<file path="config.mk">
export PLATFORM = sky130hd
export DESIGN_NAME = banyan_se2x2_buf_flat
export DESIGN_NICKNAME = d
export VERILOG_FILES = /design/src/rtl/banyan_pkg.sv /design/src/rtl/banyan_se2x2_buf_if.sv /design/src/rtl/banyan_fifo.sv /design/src/rtl/banyan_se2x2_buf.sv /design/src/flat_wrapper.sv
export SDC_FILE = /design/constraint.sdc
export NUM_CORES = 1
export LEC_CHECK = 0
export ABC_AREA = 1
export CAP_MARGIN = 20
export CORE_AREA = 4 4 110 112
export CTS_CLUSTER_SIZE = 40
export DETAILED_ROUTE_END_ITERATION = 12
export DIE_AREA = 0 0 114 116
export PLACE_DENSITY = 0.77
export SKIP_LAST_GASP = 1
export SYNTH_ARGS = -nofsm -noshare
export SYNTH_HDL_FRONTEND = slang
export SYNTH_SLANG_ARGS = --single-unit
</file>
<file path="constraint.sdc">
create_clock -name clk -period 9.16 [get_ports clk]
set_clock_uncertainty 0.15 [all_clocks]
set_input_delay 2.748 -clock clk [delete_from_list [all_inputs] [get_ports clk]]
set_output_delay 2.748 -clock clk [all_outputs]
set_load 0.05 [all_outputs]
</file>
<file path="src/rtl/banyan_pkg.sv">
// banyan_pkg: shared mode encodings and helpers for the buffered banyan switching element
package banyan_pkg;
    localparam logic [1:0] MODE_SELF     = 2'b00;
    localparam logic [1:0] MODE_STRAIGHT = 2'b01;
    localparam logic [1:0] MODE_CROSS    = 2'b10;

    function automatic int clog2(input int v);
        int r;
        r = 0;
        while ((1 << r) < v) r++;
        return r;
    endfunction
endpackage

</file>
<file path="src/rtl/banyan_se2x2_buf_if.sv">
// banyan_se2x2_buf_if: handshake bundle of the 2x2 switching element
// Ports: mode, inN_valid/data/dest/ready, outN_valid/data/dest/ready, conflict_cnt
interface banyan_se2x2_buf_if #(
    parameter int DATA_W = 8,
    parameter int DEST_W = 2,
    parameter int CNT_W  = 16
);
    logic [1:0]        mode;
    logic              in0_valid, in1_valid, in0_ready, in1_ready;
    logic [DATA_W-1:0] in0_data, in1_data, out0_data, out1_data;
    logic [DEST_W-1:0] in0_dest, in1_dest, out0_dest, out1_dest;
    logic              out0_valid, out1_valid, out0_ready, out1_ready;
    logic [CNT_W-1:0]  conflict_cnt;

    modport master (
        output mode, in0_valid, in0_data, in0_dest, in1_valid, in1_data, in1_dest,
               out0_ready, out1_ready,
        input  in0_ready, in1_ready, out0_valid, out0_data, out0_dest,
               out1_valid, out1_data, out1_dest, conflict_cnt
    );

    modport slave (
        input  mode, in0_valid, in0_data, in0_dest, in1_valid, in1_data, in1_dest,
               out0_ready, out1_ready,
        output in0_ready, in1_ready, out0_valid, out0_data, out0_dest,
               out1_valid, out1_data, out1_dest, conflict_cnt
    );
endinterface

</file>
<file path="src/rtl/banyan_fifo.sv">
// banyan_fifo: per-input flit FIFO, DEPTH entries of W bits
// Ports: clk, rst_n, push/wdata (caller gates with !full), pop (caller gates with !empty), full, empty, head
module banyan_fifo
    import banyan_pkg::*;
#(
    parameter int W     = 10,
    parameter int DEPTH = 4
) (
    input  logic         clk,
    input  logic         rst_n,
    input  logic         push,
    input  logic [W-1:0] wdata,
    input  logic         pop,
    output logic         full,
    output logic         empty,
    output logic [W-1:0] head
);
    localparam int AW = clog2(DEPTH);

    logic [W-1:0]  mem_q [DEPTH];
    logic [AW-1:0] wr_q, wr_d, rd_q, rd_d;
    logic [AW:0]   cnt_q, cnt_d;

    always_comb begin
        wr_d  = wr_q + AW'(push);
        rd_d  = rd_q + AW'(pop);
        cnt_d = cnt_q + (AW+1)'(push) - (AW+1)'(pop);
    end

    assign full  = cnt_q == (AW+1)'(DEPTH);
    assign empty = cnt_q == '0;
    assign head  = mem_q[rd_q];

    always_ff @(posedge clk) begin
        if (!rst_n) begin
            wr_q  <= '0;
            rd_q  <= '0;
            cnt_q <= '0;
        end else begin
            wr_q  <= wr_d;
            rd_q  <= rd_d;
            cnt_q <= cnt_d;
        end
    end

    // storage needs no reset: the pointers alone define what is valid
    always_ff @(posedge clk) begin
        if (push) mem_q[wr_q] <= wdata;
    end
endmodule

</file>
<file path="src/rtl/banyan_se2x2_buf.sv">
// banyan_se2x2_buf: buffered 2x2 banyan element with per-output round-robin arbitration
// Ports: clk, rst_n (sync, active-low), bus (slave side of banyan_se2x2_buf_if)
module banyan_se2x2_buf
    import banyan_pkg::*;
#(
    parameter int DATA_W    = 8,
    parameter int DEST_W    = 2,
    parameter int ROUTE_BIT = 0,
    parameter int DEPTH     = 4,
    parameter int CNT_W     = 16
) (
    input logic clk,
    input logic rst_n,
    banyan_se2x2_buf_if.slave bus
);
    localparam int FW = DATA_W + DEST_W;

    logic [1:0]         full, empty, push, pop, tgt, out_ready, win, gnt, con;
    logic [1:0]         req [2];
    logic [1:0][FW-1:0] head;
    logic [1:0]         out_valid_q, out_valid_d, rr_q, rr_d;
    logic [1:0][FW-1:0] out_flit_q, out_flit_d;
    logic [CNT_W-1:0]   cnt_q, cnt_d;

    assign push      = {bus.in1_valid & ~full[1], bus.in0_valid & ~full[0]};
    assign out_ready = {bus.out1_ready, bus.out0_ready};

    banyan_fifo #(.W(FW), .DEPTH(DEPTH)) u_fifo0 (
        .clk(clk), .rst_n(rst_n), .push(push[0]), .wdata({bus.in0_data, bus.in0_dest}),
        .pop(pop[0]), .full(full[0]), .empty(empty[0]), .head(head[0])
    );

    banyan_fifo #(.W(FW), .DEPTH(DEPTH)) u_fifo1 (
        .clk(clk), .rst_n(rst_n), .push(push[1]), .wdata({bus.in1_data, bus.in1_dest}),
        .pop(pop[1]), .full(full[1]), .empty(empty[1]), .head(head[1])
    );

    // head target: forced modes ignore the tag, 11 falls back to self-routing
    always_comb begin
        tgt[0] = bus.mode == MODE_CROSS ? 1'b1 : bus.mode == MODE_STRAIGHT ? 1'b0 : head[0][ROUTE_BIT];
        tgt[1] = bus.mode == MODE_CROSS ? 1'b0 : bus.mode == MODE_STRAIGHT ? 1'b1 : head[1][ROUTE_BIT];
    end

    // each free output takes one requesting head; on a tie the rr pointer picks
    // the winner and then moves to the loser
    always_comb begin
        pop = '0;
        for (int o = 0; o < 2; o++) begin
            req[o]         = {~empty[1] & (tgt[1] == o[0]), ~empty[0] & (tgt[0] == o[0])};
            gnt[o]         = (~out_valid_q[o] | out_ready[o]) & |req[o];
            con[o]         = gnt[o] & &req[o];
            win[o]         = con[o] ? rr_q[o] : req[o][1];
            rr_d[o]        = con[o] ? ~rr_q[o] : rr_q[o];
            out_valid_d[o] = (~out_valid_q[o] | out_ready[o]) ? gnt[o] : out_valid_q[o];
            out_flit_d[o]  = gnt[o] ? head[win[o]] : out_flit_q[o];
            if (gnt[o]) pop[win[o]] = 1'b1;
        end
        cnt_d = (|con && cnt_q != '1) ? cnt_q + 1'b1 : cnt_q;
    end

    always_ff @(posedge clk) begin
        if (!rst_n) begin
            out_valid_q <= '0;
            out_flit_q  <= '0;
            rr_q        <= '0;
            cnt_q       <= '0;
        end else begin
            out_valid_q <= out_valid_d;
            out_flit_q  <= out_flit_d;
            rr_q        <= rr_d;
            cnt_q       <= cnt_d;
        end
    end

    assign bus.in0_ready    = ~full[0];
    assign bus.in1_ready    = ~full[1];
    assign bus.out0_valid   = out_valid_q[0];
    assign bus.out1_valid   = out_valid_q[1];
    assign bus.out0_data    = out_flit_q[0][FW-1:DEST_W];
    assign bus.out1_data    = out_flit_q[1][FW-1:DEST_W];
    assign bus.out0_dest    = out_flit_q[0][DEST_W-1:0];
    assign bus.out1_dest    = out_flit_q[1][DEST_W-1:0];
    assign bus.conflict_cnt = cnt_q;
endmodule
</file>
<file path="src/flat_wrapper.sv">
// flat-port wrapper written by rule: the top's interface ports become plain ports
module banyan_se2x2_buf_flat import banyan_pkg::*;
#(
    parameter int DATA_W    = 8,
    parameter int DEST_W    = 2,
    parameter int ROUTE_BIT = 0,
    parameter int DEPTH     = 4,
    parameter int CNT_W     = 16
)
  (clk, rst_n, bus_mode, bus_in0_valid, bus_in0_data, bus_in0_dest, bus_in1_valid, bus_in1_data, bus_in1_dest, bus_out0_ready, bus_out1_ready, bus_in0_ready, bus_in1_ready, bus_out0_valid, bus_out0_data, bus_out0_dest, bus_out1_valid, bus_out1_data, bus_out1_dest, bus_conflict_cnt);
  banyan_se2x2_buf_if #(.DATA_W(DATA_W), .DEST_W(DEST_W), .CNT_W(CNT_W)) bus_i ();
  input logic clk;
  input logic rst_n;
  input wire logic [$bits(bus_i.mode)-1:0] bus_mode;
  input wire logic [$bits(bus_i.in0_valid)-1:0] bus_in0_valid;
  input wire logic [$bits(bus_i.in0_data)-1:0] bus_in0_data;
  input wire logic [$bits(bus_i.in0_dest)-1:0] bus_in0_dest;
  input wire logic [$bits(bus_i.in1_valid)-1:0] bus_in1_valid;
  input wire logic [$bits(bus_i.in1_data)-1:0] bus_in1_data;
  input wire logic [$bits(bus_i.in1_dest)-1:0] bus_in1_dest;
  input wire logic [$bits(bus_i.out0_ready)-1:0] bus_out0_ready;
  input wire logic [$bits(bus_i.out1_ready)-1:0] bus_out1_ready;
  output wire logic [$bits(bus_i.in0_ready)-1:0] bus_in0_ready;
  output wire logic [$bits(bus_i.in1_ready)-1:0] bus_in1_ready;
  output wire logic [$bits(bus_i.out0_valid)-1:0] bus_out0_valid;
  output wire logic [$bits(bus_i.out0_data)-1:0] bus_out0_data;
  output wire logic [$bits(bus_i.out0_dest)-1:0] bus_out0_dest;
  output wire logic [$bits(bus_i.out1_valid)-1:0] bus_out1_valid;
  output wire logic [$bits(bus_i.out1_data)-1:0] bus_out1_data;
  output wire logic [$bits(bus_i.out1_dest)-1:0] bus_out1_dest;
  output wire logic [$bits(bus_i.conflict_cnt)-1:0] bus_conflict_cnt;
  assign bus_i.mode = bus_mode;
  assign bus_i.in0_valid = bus_in0_valid;
  assign bus_i.in0_data = bus_in0_data;
  assign bus_i.in0_dest = bus_in0_dest;
  assign bus_i.in1_valid = bus_in1_valid;
  assign bus_i.in1_data = bus_in1_data;
  assign bus_i.in1_dest = bus_in1_dest;
  assign bus_i.out0_ready = bus_out0_ready;
  assign bus_i.out1_ready = bus_out1_ready;
  assign bus_in0_ready = bus_i.in0_ready;
  assign bus_in1_ready = bus_i.in1_ready;
  assign bus_out0_valid = bus_i.out0_valid;
  assign bus_out0_data = bus_i.out0_data;
  assign bus_out0_dest = bus_i.out0_dest;
  assign bus_out1_valid = bus_i.out1_valid;
  assign bus_out1_data = bus_i.out1_data;
  assign bus_out1_dest = bus_i.out1_dest;
  assign bus_conflict_cnt = bus_i.conflict_cnt;
  banyan_se2x2_buf #(.DATA_W(DATA_W), .DEST_W(DEST_W), .ROUTE_BIT(ROUTE_BIT), .DEPTH(DEPTH), .CNT_W(CNT_W)) u_core (.clk(clk), .rst_n(rst_n), .bus(bus_i));
endmodule
</file>
# --- Yosys cells after proc, flatten, opt, wreduce, memory -nomap -nowiden ---
# Memory sizes are Yosys's and may differ from the RTL's. A register that Yosys moved wholly into a read port is not among the register bits.
# Index checks and enable logic that the tools add are counted.
op_classes:
  n_lt_le_gt_ge: 4
  add_sub_neg: 9
  n_reduce_logical: 10
  n_eq_ne: 5
  n_bitwise: 23
  mux: 22
op_table:
  columns: ["cell", "count"]
  rows:
  - ["$mux 10", 4]
  - ["$add 16x1->16 const B", 1]
  - ["$ne 16x16->1 const B", 1]
  - ["$mux 1", 12]
  - ["$and 1x1->1", 10]
  - ["$not 1->1", 10]
  - ["$add 2x1->2", 4]
  - ["$mux 2", 4]
  - ["$add 3x1->3", 2]
  - ["$eq 3x3->1 const B", 2]
  - ["$logic_not 3->1", 2]
  - ["$reduce_or 2->1", 3]
  - ["$sub 3x1->3", 2]
  - ["$lt 1x2->1 const B", 2]
  - ["$reduce_and 2->1", 2]
  - ["$logic_and 1x1->1", 3]
  - ["$demux 1 s1", 2]
  - ["$eq 2x1->1 const B", 1]
  - ["$eq 2x2->1 const B", 1]
  - ["$ge 1x1->1 const B", 2]
  - ["$or 1x1->1", 2]
  - ["$or 2x2->2", 1]
totals:
  memories: 2
  mem_bits_rw: 80
  wordCells: 88
  in_bits: 28
  ff_bits: 54
  output_inout_bits: 40
mem_list:
  columns: ["memory", "words", "word_bits", "rd", "rd_clocked_by_memory_dff", "wr", "line_no", "source"]
  rows:
  - ["u_core.u_fifo0.mem_q", 4, 10, 1, 1, 1, "banyan_fifo.sv:20", "logic [W-1:0] mem_q [DEPTH];"]
  - ["u_core.u_fifo1.mem_q", 4, 10, 1, 1, 1, "banyan_fifo.sv:20", null]

# --- Longest topological paths before layout ---
logic_depth:
  depth_word: 18
  ltp_mapped: 20
  mapped_depth_nobuf: 18

# --- Cells and area by module ---
# Synthesis repeated with hierarchy kept, for this count alone.
unflattened:
  cells_unflattened: 685
  area_unflattened_um2: 6113.4
modules_own_cells:
  columns: ["module", "cells_per_inst", "instances", "area_each_um2", "seq_area_each_um2"]
  rows:
  - ["banyan_fifo", 164, 2, 1921.8, 1341.3]
  - ["banyan_se2x2_buf", 357, 1, 2269.7, 800.8]

# --- Worst setup path before layout ---
# No wires, ideal clock.
synth_path:
  path_type: "input to register"
  startpoint: "input bus_mode[1]"
  endpoint: "register u_core.u_fifo0.cnt_q[2]"
  slack_ns: 4.169
  arrival_time_ns: 4.771
  path_stages: 15
  setup_ns: 0.070
  path_buffers: 1
  t_required_ns: 8.940
  cell_sequence: "inv_1 or2_2 nand3_2 nand3_1 o211ai_1 buf_2 nand2_1 ha_1 inv_1 ha_1 inv_1 fa_1 inv_1 o21ai_0 a21oi_1"
synth_via:
  elab_chain_cells: 17
  elab_cells_between_ends: 36
  cone_classes: "1 x add/sub; 4 x order compare; 2 x eq/ne; 12 x mux; 11 x bitwise; 6 x reduce/logical"
synth_rtl:
  columns: ["item", "line_no", "source"]
  rows:
  - ["from (decl)", "flat_wrapper.sv:14", "input wire logic [$bits(bus_i.mode)-1:0] bus_mode;"]
  - ["$eq 2x1->1", "banyan_se2x2_buf.sv:40, banyan_se2x2_buf.sv:41", null]
  - ["$mux 1, on equally long branches (2 in a row)", "banyan_se2x2_buf.sv:40, banyan_se2x2_buf.sv:41", null]
  - ["$not 1->1", "banyan_se2x2_buf.sv:49", "req[o] = {~empty[1] & (tgt[1] == o[0]), ~empty[0] & (tgt[0] == o[0])};"]
  - ["$and 1x1->1", "banyan_se2x2_buf.sv:49", null]
  - ["$reduce_or 2->1", "banyan_se2x2_buf.sv:50", "gnt[o] = (~out_valid_q[o] | out_ready[o]) & |req[o];"]
  - ["$and 1x1->1", "banyan_se2x2_buf.sv:50", null]
  - ["$and 1x1->1", "banyan_se2x2_buf.sv:51", "con[o] = gnt[o] & &req[o];"]
  - ["$mux 1", "banyan_se2x2_buf.sv:52", "win[o] = con[o] ? rr_q[o] : req[o][1];"]
  - ["$lt 1x2->1 (not written as such) or $ge 1x1->1 (tied branches)", "banyan_se2x2_buf.sv:56", "if (gnt[o]) pop[win[o]] = 1'b1;"]
  - ["$logic_and 1x1->1 (not written as such)", "banyan_se2x2_buf.sv:56", null]
  - ["$mux 1 (not written as such)", "banyan_se2x2_buf.sv:56", null]
  - ["$demux 1 s1", null, null]
  - ["$mux 2", "banyan_se2x2_buf.sv:56", null]
  - ["$or 2x2->2 (no line)", null, null]
  - ["$mux 2 (*)", "banyan_se2x2_buf.sv:56", null]
  - ["$sub 3x1->3 (*)", "banyan_fifo.sv:27", "cnt_d = cnt_q + (AW+1)'(push) - (AW+1)'(pop);"]
  - ["to (signal assigned)", "banyan_fifo.sv:42", "cnt_q <= cnt_d;"]
  - ["to (decl)", "banyan_fifo.sv:22", "logic [AW:0] cnt_q, cnt_d;"]
# Mark *: on every way between the ends. The rest lies on a longest branch, timed or not.
# A chain may end at the register's enable or synchronous reset.

# --- Worst setup path after layout ---
# Ends and elaborated chain as after synthesis.

==> results.py <==
metrics = {
    "timing": {
        "tns_ns": 0,
        "period_minus_slack_ns": 5.66,
        "fmax_mhz": 177,
        "timing.final.crit_share": 0.618,
        "worstMarginPinSlew_ns": 0.953,
        "rsz0062_at_grt": "no",
        "finalMaxSlewViolations": 0,
        "max-slew-margin-rel": 0.361,
        "setup_viol": 0,
        "hold_viol": 0,
    },
    "worst_setup_path": {
        "crit_top_cell": "inv_1",
        "cpMaxStageDelayCell": "o211ai_1",
        "worst_ep_arrival_time_ns": 5.85,
        "critical_path_class": "in2reg",
        "cp_cell_sequence": "clkdlybuf4s50_1 > inv_1 > or2_2 > nand3_2 > nand3_1 > o211ai_1 > nand2_1 > ha_1 > inv_1 > ha_1 > inv_1 > fa_1 > inv_1 > o21ai_0 > a21oi_1",
        "rrSetupSlack_ns": 5.10,
        "setup.worst_path.end": "u_core.u_fifo0.cnt_q[2]$_SDFF_PN0_",
        "reg2reg_to": "u_core.u_fifo1.cnt_q[2]$_SDFF_PN0_",
        "critPathTopFamily": "compound AO/OA/AOI/OAI gates",
        "cp-end-kind": "flop",
        "cp-start-kind": "input pin",
        "ff2ff_path_depth": 15,
        "path_buf_inv": 5,
        "worstReg2RegStart": "u_core.u_fifo0.rd_q[0]$_SDFF_PN0_",
        "crit_cells": 15,
        "slowest_delay_ns": 0.65,
        "worst_ep_required_time_ns": 9.35,
        "cp-startpoint": "bus_mode[1]",
        "cp_max_fo": 11,
    },
    "logic_synthesis": {
        "synth_mux_area_frac": 0,
        "synth_xor_area_frac": 0.0294,
        "synth.ff_latch_count": 134,
        "async_flop_share": 0,
        "synth_area_um2": 5950,
        "synth.most_common_cell": "nand2_1",
        "synth.avg_cell_area_um2": 9.51,
        "yosys.area.top_type_share": 0.404,
        "synth_nets": 665,
        "synth_edf_count": 80,
        "yosysSeqAreaShare": 0.585,
        "yosys.area.top_type": "edfxtp_1",
        "synth_ff_type": "edfxtp_1",
        "ys_warn_count": 0,
        "yosysUniqueCellTypes": 34,
        "synth_area_leaders": "edfxtp_1 (40%), dfxtp_1 (18%), nand2_1 (8.3%), nor2_1 (4.9%), inv_1 (4.3%)",
        "syn_inst": 626,
        "yosys.area_share.simple": 0.202,
        "synth_top_family_by_area": "simple AND/OR/NAND/NOR gates",
        "synth_compound_area_frac": 0.0876,
        "ys_top_cells_by_count": "nand2_1 (132), edfxtp_1 (80), nor2_1 (78), inv_1 (68), dfxtp_1 (54)",
        "synthAdderAreaFrac": 0.0256,
    },
    "die": {
        "io_pins": 68,
        "num_rows": 39,
        "die_w_um": 114,
        "floorplan.initialDensity": 0.530,
        "fp.coreArea_um2": 11200,
        "die_area_um2": 13200,
        "chipHeight_um": 116,
    },
    "pwr": {
        "p_sw_frac": 0.394,
        "powerDensity_nw_per_um2": 344,
        "power_frac_seq": 0.337,
        "leakage_uw": 0.00285,
        "ir_drop_v": 0.000176,
        "p_int_uw": 1530,
        "combPwrFrac": 0.386,
        "clkPwrFrac": 0.277,
        "p_switching_uw": 994,
    },
    "cells_and_area": {
        "final_nets": 730,
        "antenna_cells": 0,
        "instances_no_fill": 847,
        "drive_gt1_frac": 0.0810,
        "syn2layout_area_growth_pct": 23.2,
    },
    "grt": {
        "grt_use_total": 0.206,
        "overflow": 0,
        "grt_pass1_wl_mm": 21.2,
        "antenna_found_initial": 0,
        "grt_max_degree": 26,
        "grt_pass1_vias": 4471,
    },
    "clock_tree": {
        "cts_tree": "built",
        "cts-buffers-inserted": 17,
        "clockRootBuffer": "clkbuf_16",
        "cts_hold_buffers": 0,
        "cts_sinks": 134,
        "insertion_delay_ns": 0.42,
        "cts_setup_buffers": 0,
        "clockBufferDepth": 2,
        "post_cts_resized": 0,
        "cts_max_level": 4,
        "clk_pin_slew_ns": 0.05,
    },
    "routing": {
        "viasPerCell": 5.30,
        "wl_per_cell_um": 15.4,
        "routed_wl_mm": 13.1,
        "vias": 4493,
        "drtPass1Iterations": 4,
        "ant_nets": 0,
        "initialDrtViolationCount": 332,
        "drc": 0,
    },
    "placed_design": {
        "dp_hpwl_mm": 8.95,
        "place.gp.congestion": 0.886,
        "port_buffers": 67,
        "placed_cells": 815,
    },
    "job": {
        "drv_cap": 0,
    },
    "outcome": {
        "status": "finished clean",
    },
    "worst_hold_path": {
        "hold_class": "reg2reg",
    },
}
## power by group through the flow
stage               clock (uW)  sequential, uW  combinational [uW]
finish                     698             850                 973
global route               738             863                1080
global placement             0             856                 930
floorplan                    0            1010                 544
CTS                        707             850                 973
detailed placement           0             861                 959
## layer usage
layer  up-vias  global-route usage  share of wire
li1       2224                   -              -
met1      2128               0.242           0.43
met2       116               0.355           0.50
met3        25              0.0627          0.057
met4         0              0.0847          0.020
met5         -                   0              0
## cell usage in the layout, fill, tap and decap left out, types with 2 or more instances in the layout
master / synthesis / layout
bufinv_16: 0 / 3
inv_2: 5 / 5
nor3_1: 16 / 11
edfxtp_1: 80 / 80
dfxtp_1: 54 / 54
nor4_1: 2 / 2
inv_1: 68 / 68
clkinvlp_4: 0 / 3
buf_4: 2 / 4
nand2_1: 132 / 132
fa_1: 2 / 2
a32oi_1: 9 / 9
clkdlybuf4s50_1: 0 / 67
o21ai_0: 5 / 5
nand2_2: 4 / 4
clkinv_2: 0 / 2
clkbuf_16: 0 / 17
ha_1: 9 / 9
clkinv_4: 0 / 2
nand3_1: 38 / 38
xnor2_1: 7 / 7
clkbuf_8: 0 / 3
a32o_1: 9 / 9
a21oi_1: 46 / 46
o211ai_1: 3 / 3
nor2_1: 78 / 78
nand3_2: 3 / 3
o21bai_1: 10 / 10
nor3_2: 0 / 5
xor2_1: 13 / 13
## worst min-delay path, cell delays in order (launching register included)
cell,delay [ns]
dfxtp_1,0.31
nand2_1,0.06
a21oi_1,0.05
## kinds of logic after synthesis
group	count (synthesis)
compound gates	82
xor+xnor	20
fa+ha+maj	11
buf+inv	99
flops	134
simple gates	280
## through the flow
| stage | hold slack (ns) | total power [uW] | instance area (um^2) | util | worst slack, ns |
|---|---|---|---|---|---|
| 5_1_grt | 0.341 | 2680 | 7340 | 0.654 | 3.29 |
| 4_1_cts | 0.315 | 2530 | 7340 | 0.654 | 3.52 |
| 2_1_floorplan | 0.289 | 1550 | 5950 | - | 4.17 |
| 6_report | 0.318 | 2520 | 7340 | 0.654 | 3.50 |
| 3_3_place_gp | 0.301 | 1790 | 6720 | 0.599 | 3.20 |
| 3_5_place_dp | 0.308 | 1820 | 6720 | 0.599 | 3.09 |
## worst min path at each step
stage                                            from                     endpoint  slack (ns)  depth (start not counted)
after floorplan           u_core.rr_q[1]$_SDFFE_PN0P_  u_core.rr_q[1]$_SDFFE_PN0P_        0.29                          2
after detailed placement  u_core.rr_q[1]$_SDFFE_PN0P_  u_core.rr_q[1]$_SDFFE_PN0P_        0.31                          2
after global routing      u_core.rr_q[1]$_SDFFE_PN0P_  u_core.rr_q[1]$_SDFFE_PN0P_        0.34                          2
after global placement    u_core.rr_q[1]$_SDFFE_PN0P_  u_core.rr_q[1]$_SDFFE_PN0P_        0.30                          2
after CTS                 u_core.rr_q[1]$_SDFFE_PN0P_  u_core.rr_q[1]$_SDFFE_PN0P_        0.32                          2
final                     u_core.rr_q[1]$_SDFFE_PN0P_  u_core.rr_q[1]$_SDFFE_PN0P_        0.32                          2
## sequential cells by signal (all words and copies together), names as in the netlist
register and flops:
u_core.rr_q 2, u_core.u_fifo0.mem_q 40, u_core.bus.out0_data 8, u_core.bus.out1_dest 2, u_core.u_fifo0.wr_q 2, u_core.bus.out1_data 8
u_core.u_fifo1.rd_q 2, u_core.bus.conflict_cnt 16, u_core.u_fifo1.wr_q 2, u_core.u_fifo1.cnt_q 3, u_core.bus.out0_dest 2, u_core.u_fifo0.rd_q 2
u_core.out_valid_q 2, u_core.u_fifo0.cnt_q 3, u_core.u_fifo1.mem_q 40
## cell type report
class                           instances  area [um^2]
Fill cell                             875         3890
Sequential cell                       134         3480
Multi-Input combinational cell        393         2080
Timing Repair Buffer                   71          701
Clock buffer                           21          470
Inverter                               74          278
Tap cell                              143          179
Clock inverter                         11          149
Power figures use the tool's default switching activity.
